**src/rtl/rx_word_pkg.sv**
```systemverilog
// Shared UART constants and receiver state encodings for the rx_word receive path.
// Clock and baud definitions live here so every UART block derives its bit timing the same way.
package rx_word_pkg;

    localparam int CLK12_HZ = 12_000_000;
    localparam int B9600    = 9600;
    localparam int B115200  = 115200;

    // 12 MHz / 115200 truncates to 104 clocks per bit.
    localparam int UART_CLKS_PER_BIT     = CLK12_HZ / B115200;
    localparam int UART_NUM_BYTES        = 4;
    localparam int UART_WORD_TIMEOUT     = 20 * UART_CLKS_PER_BIT;

    typedef enum logic [1:0] {
        RX_IDLE  = 2'd0,
        RX_START = 2'd1,
        RX_DATA  = 2'd2,
        RX_STOP  = 2'd3
    } rx_state_e;

    // Bits needed to count 0..n-1, never less than one.
    function automatic int idx_width(input int n);
        return (n > 1) ? $clog2(n) : 1;
    endfunction

endpackage

```
**src/rtl/rx_word_if.sv**
```systemverilog
// Word handshake between the UART word assembler (master) and its consumer (slave).
// word_valid rises with a new word and stays high, with word stable, until the consumer
// raises word_ack while word_valid is high; word_ack with word_valid low is ignored.
interface rx_word_if #(
    parameter int NUM_BYTES = 4
);

    logic [8*NUM_BYTES-1:0] word;
    logic                   word_valid;
    logic                   word_ack;

    modport master (
        output word,
        output word_valid,
        input  word_ack
    );

    modport slave (
        input  word,
        input  word_valid,
        output word_ack
    );

endinterface

```
**src/rtl/rx_word_rx_byte.sv**
```systemverilog
// 8N1 UART byte receiver: 2-flop synchroniser, mid-bit sampling, one-cycle byte/error pulses.
// A start bit that is high again at its midpoint is treated as a glitch and ignored.
module uart_rx_byte
    import rx_word_pkg::*;
#(
    parameter int CLKS_PER_BIT = UART_CLKS_PER_BIT
) (
    input  logic       clk12,
    input  logic       rst,
    input  logic       rx,
    output logic [7:0] data,
    output logic       byte_valid,
    output logic       byte_err,
    output rx_state_e  state
);

    localparam int               CNT_W     = idx_width(CLKS_PER_BIT);
    localparam logic [CNT_W-1:0] HALF_LAST = CNT_W'(CLKS_PER_BIT / 2 - 1);
    localparam logic [CNT_W-1:0] BIT_LAST  = CNT_W'(CLKS_PER_BIT - 1);

    logic [1:0]       r_sync;
    logic             w_rx;
    rx_state_e        r_state;
    logic [CNT_W-1:0] r_clk_cnt;
    logic [2:0]       r_bit_cnt;
    logic [7:0]       r_shift;
    logic [7:0]       r_data;
    logic             r_valid;
    logic             r_err;

    assign w_rx = r_sync[1];

    always_ff @(posedge clk12) begin
        if (rst) begin
            r_sync    <= 2'b11;
            r_state   <= RX_IDLE;
            r_clk_cnt <= '0;
            r_bit_cnt <= '0;
            r_shift   <= '0;
            r_data    <= '0;
            r_valid   <= 1'b0;
            r_err     <= 1'b0;
        end else begin
            r_sync  <= {r_sync[0], rx};
            r_valid <= 1'b0;
            r_err   <= 1'b0;
            case (r_state)
                RX_IDLE: begin
                    if (!w_rx) begin
                        r_state   <= RX_START;
                        r_clk_cnt <= '0;
                        r_bit_cnt <= '0;
                    end
                end
                RX_START: begin
                    if (r_clk_cnt == HALF_LAST) begin
                        r_clk_cnt <= '0;
                        r_state   <= w_rx ? RX_IDLE : RX_DATA;
                    end else begin
                        r_clk_cnt <= r_clk_cnt + 1'b1;
                    end
                end
                RX_DATA: begin
                    // Counting restarts at the start-bit midpoint, so each sample lands mid-bit.
                    if (r_clk_cnt == BIT_LAST) begin
                        r_clk_cnt <= '0;
                        r_shift   <= {w_rx, r_shift[7:1]};
                        if (r_bit_cnt == 3'd7) begin
                            r_state <= RX_STOP;
                        end else begin
                            r_bit_cnt <= r_bit_cnt + 1'b1;
                        end
                    end else begin
                        r_clk_cnt <= r_clk_cnt + 1'b1;
                    end
                end
                RX_STOP: begin
                    if (r_clk_cnt == BIT_LAST) begin
                        r_clk_cnt <= '0;
                        r_state   <= RX_IDLE;
                        if (w_rx) begin
                            r_data  <= r_shift;
                            r_valid <= 1'b1;
                        end else begin
                            r_err <= 1'b1;
                        end
                    end else begin
                        r_clk_cnt <= r_clk_cnt + 1'b1;
                    end
                end
                default: r_state <= RX_IDLE;
            endcase
        end
    end

    assign data       = r_data;
    assign byte_valid = r_valid;
    assign byte_err   = r_err;
    assign state      = r_state;

endmodule

```
**src/rtl/rx_word.sv**
```systemverilog
// UART word receiver: assembles NUM_BYTES received bytes (first byte in word[7:0]) into a word
// offered over a valid/ack handshake; partial words are dropped on framing error or idle timeout.
module rx_word
    import rx_word_pkg::*;
#(
    parameter int CLKS_PER_BIT = UART_CLKS_PER_BIT,
    parameter int NUM_BYTES    = UART_NUM_BYTES,
    parameter int TIMEOUT_CLKS = UART_WORD_TIMEOUT
) (
    input  logic        clk12,
    input  logic        rst,
    input  logic        rx,
    rx_word_if.master   wif,
    output logic        frame_err,
    output logic        overrun,
    output logic        led,
    output rx_state_e   rx_state
);

    localparam int                W       = 8 * NUM_BYTES;
    localparam int                BIDX_W  = idx_width(NUM_BYTES);
    localparam int                TO_W    = idx_width(TIMEOUT_CLKS);
    localparam logic [BIDX_W-1:0] LAST_IX = BIDX_W'(NUM_BYTES - 1);
    localparam logic [TO_W-1:0]   TO_LAST = TO_W'(TIMEOUT_CLKS - 1);

    logic [7:0]        w_byte;
    logic              w_byte_valid;
    logic              w_byte_err;
    logic [W-1:0]      w_merged;
    logic              w_word_done;

    logic [BIDX_W-1:0] r_byte_index;
    logic [TO_W-1:0]   r_timeout;
    logic [W-1:0]      r_word_buf;
    logic              r_frame_err;
    logic [W-1:0]      r_word;
    logic              r_word_valid;
    logic              r_overrun;
    logic              r_led;

    uart_rx_byte #(
        .CLKS_PER_BIT (CLKS_PER_BIT)
    ) u_rx_byte (
        .clk12      (clk12),
        .rst        (rst),
        .rx         (rx),
        .data       (w_byte),
        .byte_valid (w_byte_valid),
        .byte_err   (w_byte_err),
        .state      (rx_state)
    );

    // The final byte is merged combinationally so the word can be presented one cycle later.
    always_comb begin
        w_merged = r_word_buf;
        w_merged[{r_byte_index, 3'b000} +: 8] = w_byte;
    end

    assign w_word_done = w_byte_valid && (r_byte_index == LAST_IX);

    always_ff @(posedge clk12) begin
        if (rst) begin
            r_byte_index <= '0;
            r_timeout    <= '0;
            r_word_buf   <= '0;
            r_frame_err  <= 1'b0;
        end else begin
            r_frame_err <= 1'b0;
            if (w_byte_valid) begin
                r_word_buf   <= w_merged;
                r_timeout    <= '0;
                r_byte_index <= (r_byte_index == LAST_IX) ? '0 : r_byte_index + 1'b1;
            end else if (w_byte_err) begin
                r_frame_err  <= 1'b1;
                r_byte_index <= '0;
                r_timeout    <= '0;
            end else if (r_byte_index != '0) begin
                if (r_timeout == TO_LAST) begin
                    r_byte_index <= '0;
                    r_timeout    <= '0;
                end else begin
                    r_timeout <= r_timeout + 1'b1;
                end
            end
        end
    end

    // An ack in the completion cycle frees the slot, so the new word may replace the old one.
    always_ff @(posedge clk12) begin
        if (rst) begin
            r_word       <= '0;
            r_word_valid <= 1'b0;
            r_overrun    <= 1'b0;
            r_led        <= 1'b0;
        end else if (w_word_done) begin
            if (!r_word_valid || wif.word_ack) begin
                r_word       <= w_merged;
                r_word_valid <= 1'b1;
                r_led        <= ~r_led;
            end else begin
                r_overrun <= 1'b1;
            end
        end else if (r_word_valid && wif.word_ack) begin
            r_word_valid <= 1'b0;
        end
    end

    assign wif.word       = r_word;
    assign wif.word_valid = r_word_valid;
    assign frame_err      = r_frame_err;
    assign overrun        = r_overrun;
    assign led            = r_led;

endmodule

```
**src/flat_wrapper.sv**
```systemverilog
// flat-port wrapper written by rule: the top's interface ports become plain ports
module rx_word_flat import rx_word_pkg::*;
#(
    parameter int CLKS_PER_BIT = UART_CLKS_PER_BIT,
    parameter int NUM_BYTES    = UART_NUM_BYTES,
    parameter int TIMEOUT_CLKS = UART_WORD_TIMEOUT
)
  (clk12, rst, rx, frame_err, overrun, led, rx_state, wif_word, wif_word_valid, wif_word_ack);
  rx_word_if #(.NUM_BYTES(NUM_BYTES)) wif_i ();
  input  logic clk12;
  input  logic rst;
  input  logic rx;
  output logic frame_err;
  output logic overrun;
  output logic led;
  output rx_state_e rx_state;
  output wire logic [$bits(wif_i.word)-1:0] wif_word;
  output wire logic [$bits(wif_i.word_valid)-1:0] wif_word_valid;
  input wire logic [$bits(wif_i.word_ack)-1:0] wif_word_ack;
  assign wif_word = wif_i.word;
  assign wif_word_valid = wif_i.word_valid;
  assign wif_i.word_ack = wif_word_ack;
  rx_word #(.CLKS_PER_BIT(CLKS_PER_BIT), .NUM_BYTES(NUM_BYTES), .TIMEOUT_CLKS(TIMEOUT_CLKS)) u_core (.clk12(clk12), .rst(rst), .rx(rx), .wif(wif_i), .frame_err(frame_err), .overrun(overrun), .led(led), .rx_state(rx_state));
endmodule
```
**config.mk**
```make
export PLATFORM = sky130hd
export DESIGN_NAME = rx_word_flat
export DESIGN_NICKNAME = d
export VERILOG_FILES = /design/src/rtl/rx_word_pkg.sv /design/src/rtl/rx_word_if.sv /design/src/rtl/rx_word_rx_byte.sv /design/src/rtl/rx_word.sv /design/src/flat_wrapper.sv
export SDC_FILE = /design/constraint.sdc
export NUM_CORES = 1
export LEC_CHECK = 0
export CAP_MARGIN = 20
export CELL_PAD_IN_SITES_DETAIL_PLACEMENT = 0
export CELL_PAD_IN_SITES_GLOBAL_PLACEMENT = 1
export CORE_UTILIZATION = 40
export CTS_BUF_LIST = sky130_fd_sc_hd__clkbuf_16
export DETAILED_ROUTE_END_ITERATION = 8
export PLACE_DENSITY_LB_ADDON = 0.1
export SLEW_MARGIN = 10
export SYNTH_ARGS = -nofsm -noshare
export SYNTH_HDL_FRONTEND = slang
export SYNTH_SLANG_ARGS = --single-unit
```
**constraint.sdc**
```tcl
create_clock -name clk12 -period 2.05 [get_ports clk12]
set_input_delay 0.41 -clock clk12 [delete_from_list [all_inputs] [get_ports clk12]]
set_output_delay 0.41 -clock clk12 [all_outputs]
set_load 0.01 [all_outputs]
```
==> run_results.csv <==
group,metric,value,unit
timing,period_share,94.6,%
logic_synthesis,syn_inst,540,
final_layout,final_util,51.2,%
global_routing,grt-ovfl-total,0,
worst_setup_path,crit_cells,1,
worst_hold_path,worstHoldPathCells,1,
logic_synthesis,yosys_register_bits,114,
clock_network,cts-root-buf,"clkbuf_16",
floorplan,fp.dieW,111,µm
global_routing,grt_pass1_wl,17800,µm
worst_setup_path,cp-end-kind,"output pin",
logic_synthesis,ys_top_cells_by_count,"dfxtp_1, nor2_1, a21oi_1, nor2b_1, a211oi_1",
worst_setup_path,path_buf_inv,1,
global_routing,grt_max_degree,66,
logic_synthesis,syn_nets,554,
global_routing,grt_antenna_before_repair,0,
final_layout,drive_gt1_share,9.61,%
timing,hold_viol,0,
place,preCtsSetupSlack,0.181,ns
logic_synthesis,synth_top_area_cell,"dfxtp_1",
place,dp_hpwl,6820,µm
pwr,ir_worst_vdd,0.000507,V
place,port_buffers,41,
worst_hold_path,hold_class,"flip-flop to flip-flop",
clock_network,cts_tree,"built",
logic_synthesis,ys_types,45,
final_layout,synthToLayoutAreaGrowth,23.3,%
logic_synthesis,synth_edf_count,0,
worst_setup_path,crit_chain,"clkdlybuf4s50_1",
floorplan,rows,39,
floorplan,coreArea,11500,µm²
logic_synthesis,synthArstFlopShare,0,%
route,drc,14,
worst_setup_path,path_delay_family,"buffers and inverters",
logic_synthesis,ys_top_cells_by_area,"dfxtp_1, nor2_1, a211oi_1",
timing,maxSlewViolCount,0,
clock_network,clkTransAtPathRegs,0.05,ns
floorplan,die_h,111,µm
route,drt_iter0_drc,251,
clock_network,cts_max_level,4,
timing,setup_ws,0.112,ns
clock_network,numCtsBuffers,17,
route,routed_wl,10700,µm
final_layout,num-fill-cells,1069,
timing,period_needed,1.94,ns
floorplan,ioPinCount,42,
timing,max_freq,516,MHz
logic_synthesis,synth_ff_type,"dfxtp_1",
worst_setup_path,cp-start-kind,"flip-flop",
worst_setup_path,critPathMaxFanout,11,
clock_network,cts_buffer_depth,2,
clock_network,cts.sinks,114,
pwr,p_per_area,824,nW/µm²
route,antenna_left,0,
global_routing,first_global_vias,3489,
worst_setup_path,slowest_stage,"clkdlybuf4s50_1",
status,status,"finished with violations",
flow_run,maxCapViolCount,0,
final_layout,antennaDiodeCount,0,
logic_synthesis,synth_seq_area_share,47.8,%
global_routing,grtUsageTotal,18.5,%
logic_synthesis,synth_most_common_cell,"dfxtp_1",
logic_synthesis,netlist_area,4780,µm²
clock_network,holdBufCountCts,0,
pwr,p_leak,2.19,nW
logic_synthesis,yosysWarnings,0,
route,first_pass_iters,6,
pwr,power,4.85,mW
route,wl_per_cell,14.5,µm
timing,final.setup.tns,0,ns
worst_setup_path,critical_path_class,"flip-flop to output pin",
worst_setup_path,required,1.64,ns
logic_synthesis,synth_top_area_share,47.8,%
floorplan,initial_core_util,41.5,%
final_layout,final_nets,594,
worst_setup_path,ff2ff_path_depth,5,
timing,worst_pin_slew,0.517,ns
timing,finalClockSkew,0.00688,ns
clock_network,clk-insertion-delay-late,0.41,ns
worst_setup_path,cp_data_arrival_time,1.53,ns
route,num_vias,3852,
timing,rsz0062_at_grt,"no",
status,violations,"design-rule violations",
route,vias_per_cell,5.23,
logic_synthesis,avgSynthCellArea,8.85,µm²
timing,finalSetupViolCount,0,
floorplan,die-area,12400,µm²
timing,slew_headroom,65.5,%
place,gp_congestion,0.746,
worst_setup_path,slowest_delay,0.61,ns
==> placed cells by master (no fill, tap or decap), drive strengths merged, types with 8 or more instances in the layout <==
cell type      Yosys  routed
inv                6      12
nand2             21      21
nor2             102     102
and2              10      10
ha                10      10
clkdlybuf4s50      0      40
buf               17      23
clkinv             0       8
mux2i             17      17
dfxtp            114     114
a21oi             45      45
a211oi            33      33
nor3               9       9
clkbuf            25      17
a22oi             31      31
nor2b             35      35
==> sequential cells by signal, summed over array words and instances, names as in the netlist, 2 cells and up, named ones only <==
signal                      count
u_core.u_rx_byte.r_sync         2
u_core.r_timeout               12
u_core.wif.word                32
u_core.r_byte_index             2
u_core.u_rx_byte.r_shift        8
u_core.u_rx_byte.r_bit_cnt      3
u_core.u_rx_byte.r_clk_cnt      7
u_core.r_word_buf              32
u_core.u_rx_byte.data           8
==> power breakdown <==
part	switching [mW]	leakage (nW)	internal [mW]
clock network	0.934	0.277	1.60
registers	0.00779	0.919	2.23
logic	0.0546	0.998	0.0284
total	0.997	2.19	3.86
==> final timing paths <==
kind | from | end | slack, ns
max | u_core.u_rx_byte.state[0] | rx_state[0] | 0.11
min | u_core.u_rx_byte.r_sync[0] | u_core.u_rx_byte.r_sync[1] | 0.40
max reg2reg | u_core.u_rx_byte.r_clk_cnt[0] | u_core.u_rx_byte.r_bit_cnt[2] | 0.20
min reg2reg | u_core.u_rx_byte.r_sync[0] | u_core.u_rx_byte.r_sync[1] | 0.40
==> layer usage <==
layer / track usage (%) / up-vias / share of wire (%) / wire (µm)
li1: - / 1969 / - / -
met1: 24.4 / 1802 / 50 / 5330
met3: 5.47 / 13 / 3.7 / 400
met5: 0 / - / 0 / 0
met2: 27.3 / 68 / 44 / 4740
met4: 9.19 / 0 / 2.0 / 216
==> cells by family after synthesis <==
logic type | count (synthesis) | share of synthesized area (%)
buffers and inverters | 48 | 4.32
and+or+nand+nor | 209 | 21.5
adders and majority gates | 10 | 2.62
muxes | 17 | 3.56
DFF | 114 | 47.8
xor gates and xnor gates | 12 | 2.20
AOI/OAI and AO/OA | 130 | 18.0
==> layout make-up <==
cell class	count	area, µm²	share of cell area [%]
Multi-Input combinational cell	378	2300	39.0
Timing Repair Buffer	63	596	10.1
Sequential cell	114	2280	38.8
Tap cell	143	179	3.04
Clock buffer	17	425	7.22
Inverter	6	22.5	0.382
Clock inverter	15	87.6	1.49
==> through the flow <==
stage | area, µm² | hold WS (ns) | instances
after global placement | 5380 | 0.394 | 704
after CTS | 5890 | 0.388 | 736
after detailed placement | 5380 | 0.395 | 704
after global routing | 5890 | 0.417 | 736
final | 5890 | 0.404 | 736
after floorplan | 4780 | 0.389 | 540
==> timing repair <==
action                     4_1_cts  5_1_grt
resized for setup                1        2
buffers inserted                 0        0
setup endpoints to repair        1       12
No activity file was read; power rests on OpenSTA's default activity.
